## src/rtl/rf16b_clk_en.sv

```systemverilog
// rf16b_clk_en: WIDTH-bit register on the falling edge of clk_n with sync reset and load enable
module rf16b_clk_en #(
  parameter int unsigned WIDTH = 16,
  parameter logic [WIDTH-1:0] RESET_VALUE = '0
) (
  input  logic             clk_n,
  input  logic             rst,
  input  logic             clk_en,
  input  logic [WIDTH-1:0] D,
  output logic [WIDTH-1:0] Q
);
  logic [WIDTH-1:0] q_q, q_d;
  // Reset outranks the enable; a low enable selects the stored word, so X on D cannot reach it
  always_comb q_d = rst ? RESET_VALUE : clk_en ? D : q_q;
  always_ff @(negedge clk_n) q_q <= q_d;
  assign Q = q_q;
endmodule

```

## config.mk

```make
export PLATFORM = sky130hd
export DESIGN_NAME = rf16b_clk_en
export DESIGN_NICKNAME = d
export VERILOG_FILES = /design/src/rtl/rf16b_clk_en.sv
export SDC_FILE = /design/constraint.sdc
export NUM_CORES = 1
export LEC_CHECK = 0
export BUFFER_PORTS_ARGS = -buffer_cell sky130_fd_sc_hd__buf_2
export CAP_MARGIN = 30
export CELL_PAD_IN_SITES_DETAIL_PLACEMENT = 2
export CELL_PAD_IN_SITES_GLOBAL_PLACEMENT = 2
export CORE_UTILIZATION = 20
export CTS_CLUSTER_DIAMETER = 100
export DETAILED_ROUTE_END_ITERATION = 12
export MAX_ROUTING_LAYER = met4
export PLACE_DENSITY = 0.8
export REMOVE_ABC_BUFFERS = 1
export SETUP_SLACK_MARGIN = 0.4
export SLEW_MARGIN = 0
export SYNTH_ARGS = -nofsm -noshare
export SYNTH_HDL_FRONTEND = slang
export SYNTH_SLANG_ARGS = --single-unit
```

## constraint.sdc

```tcl
create_clock -name clk_n -period 0.8 [get_ports clk_n]
set_clock_uncertainty 0.05 [all_clocks]
set_input_delay 0.04 -clock clk_n [delete_from_list [all_inputs] [get_ports clk_n]]
set_output_delay 0.04 -clock clk_n [all_outputs]
set_load 0.05 [all_outputs]
```

### Word-level counts from Yosys, hierarchy flattened

Cells that the tools add are included.

| word-level totals | value |
|---|---|
| register bits | 16 |
| input port bits | 19 |
| output and inout port bits | 16 |

### Longest topological paths before layout

| logic depth | value |
|---|---|
| depth after elaboration | 0 |
| depth in mapped cells | 4 |
| mapped depth without buffers | 2 |

==> flow_summary.json <==
{
  "rsz0062_at_grt": "true",
  "netlist_top_cells_area": "dfxtp_1 55%, mux2i_1 27%, nor2_1 10%",
  "syn_area_um2": 584,
  "areaGrowthSynthToFinish_pct": 92.5,
  "core_um2": 2760,
  "ir_drop_uv": 783,
  "clk_latency_ps": 360,
  "p_int_uw": 1390,
  "tightest_slew_ps": 309,
  "status": "finished with violations",
  "grt_usage_pct": 14.0,
  "reg2reg_from": "Q[4]$_SDFFE_NP0P_",
  "nets": 128,
  "relSlewSlack_pct": 79.4,
  "violations": "negative setup slack",
  "yosys_warnings": 0,
  "routabilityCongestion": 0.590,
  "gr-total-overflow": 0,
  "min_path_type": "input port to flop",
  "path_max_fanout": 2,
  "drt-wirelength-per-cell_um": 14.3,
  "antenna_cells": 0,
  "power.leakage_uw": 0.000601,
  "via_per_inst": 4.19,
  "clock_path_buffers": 2,
  "placed_area_um2": 801,
  "drt_iter0_markers": 4,
  "final_common_cell": "buf_2",
  "route.detailed.drc": 0,
  "hpwlAfterDp_um": 1190,
  "firstDrtPassIters": 3,
  "die_h_um": 56.1,
  "synth_top_area_share_pct": 54.8,
  "final_cell_mix": "17 x buf_2, 16 x dfxtp_2, 16 x mux2i_1, 16 x nor2_1, 16 x inv_1",
  "layout_setup_ws_ps": -543,
  "grt_max_degree": 17,
  "largest_reg_flops": 16,
  "root_buffer": "clkbuf_4",
  "required_ps": 710,
  "power_density_nw_per_um2": 1970,
  "ys_seq_elements": 16,
  "cpPeakStageDelay_ps": 350,
  "ctsHoldBuffers": 0,
  "clkPwrFrac_pct": 35.5,
  "synth_cell_types": 8,
  "switchingPower_uw": 821,
  "setup_violations": 17,
  "h-tree-depth": 1,
  "slowest_stage": "dfxtp_2",
  "p_sw_share_pct": 37.1,
  "hold_slack_ps": 266,
  "cp-end-kind": "primary output",
  "antenna_found_initial": 0,
  "wl_um": 1980,
  "io_buffers": 34,
  "crit_family": "flip-flops",
  "fillCellCount": 303,
  "min_from": "D[13]",
  "drive_gt1_share_pct": 55.1,
  "ios": 35,
  "postSynthAreaPerCell_um2": 11.0,
  "start_util_pct": 21.2,
  "cts_tree": "built",
  "stdcell_area_um2": 1120,
  "crit_path_start_kind": "flop",
  "path_cells": "buf_8",
  "grt_pass1_wl_um": 3180,
  "post-synth-top-area-cell": "dfxtp_1",
  "grt_pass1_vias": 730,
  "p_seq_share_pct": 40.8,
  "vias": 578,
  "clock_sinks": 16,
  "cp.arrival_ps": 1250,
  "cts_made_buffers": 3,
  "fp.dieArea_um2": 3140,
  "std_cell_rows": 19,
  "dieWidth_um": 56.1,
  "total_power_uw": 2220,
  "hold_violations": 0,
  "clk_pin_slew_ps": 50,
  "synthCells": 53,
  "maxSlewViolCount": 0,
  "critPathKind": "flop to primary output",
  "seq_area_frac_synth_pct": 54.8,
  "ant_nets": 0,
  "maxCapViolCount": 0,
  "startpoint": "Q[3]$_SDFFE_NP0P_",
  "p_comb_share_pct": 23.7,
  "path_buf_inv": 1
}
## stage by stage
step / util, % / setup TNS (ps) / setup slack [ps] / instances
3_3_place_gp: 29.0 / -9180 / -335 / 117
2_1_floorplan: - / -6790 / -292 / 49
5_1_grt: 40.8 / -9250 / -584 / 138
6_report: 40.8 / -8490 / -543 / 138
4_1_cts: 39.0 / -8570 / -553 / 136
3_5_place_dp: 29.0 / -9840 / -376 / 117
## cells in the mapped netlist (all sizes together)
master  count
nor2       16
mux2i      16
dfxtp      16
buf         4
inv         1
## final cells by class
cell class	instances	area, um^2	share of cell area [%]
well taps	31	38.8	3.45
multi-input cells	32	220	19.6
flip-flops and latches	16	340	30.3
clock inverters	16	60.1	5.34
clock buffers	3	22.5	2.00
repair buffers	40	443	39.4
## kinds of logic (layout without fill, tap and decap cells)
kind of cell | Yosys count | count (layout) | share of synthesized area [%]
buffers and inverters | 5 | 59 | 7.49
multiplexers | 16 | 16 | 27.4
flip-flops | 16 | 16 | 54.8
AND/OR/NAND/NOR | 16 | 16 | 10.3
## power by group through the flow
stage | Sequential, uW | Clock [uW] | Combinational [uW]
finish | 904 | 786 | 526
global placement | 882 | 130 | 384
global route | 907 | 928 | 552
floorplan | 1050 | 130 | 67.3
CTS | 898 | 807 | 499
detailed placement | 885 | 130 | 396
## final timing paths
check | endpoint | slack (ps) | cells after the start
hold / removal | Q[13]$_SDFFE_NP0P_ | 270 | 3
setup / recovery | Q[3] | -540 | 1
setup reg to reg | Q[4]$_SDFFE_NP0P_ | -10 | 3
hold reg to reg | Q[9]$_SDFFE_NP0P_ | 460 | 2
## layer usage
metal  global-route usage (%)  vias up  part of all wire, %
met5                        -        -                    0
met4                     7.67        0                  1.3
met3                     6.51        4                  4.7
met2                     25.0       19                   61
met1                     11.9      276                   33
li1                         -      279                    -
## timing repair
action | in CTS | in global routing
cloned | 1 | 0
buffers inserted | 0 | 2
gates resized for setup | 62 | 9
hold endpoints to repair | 0 | 0
endpoints found under the setup margin | 32 | 32
pin swaps | 1 | 3
Power figures use the tool's default switching activity.
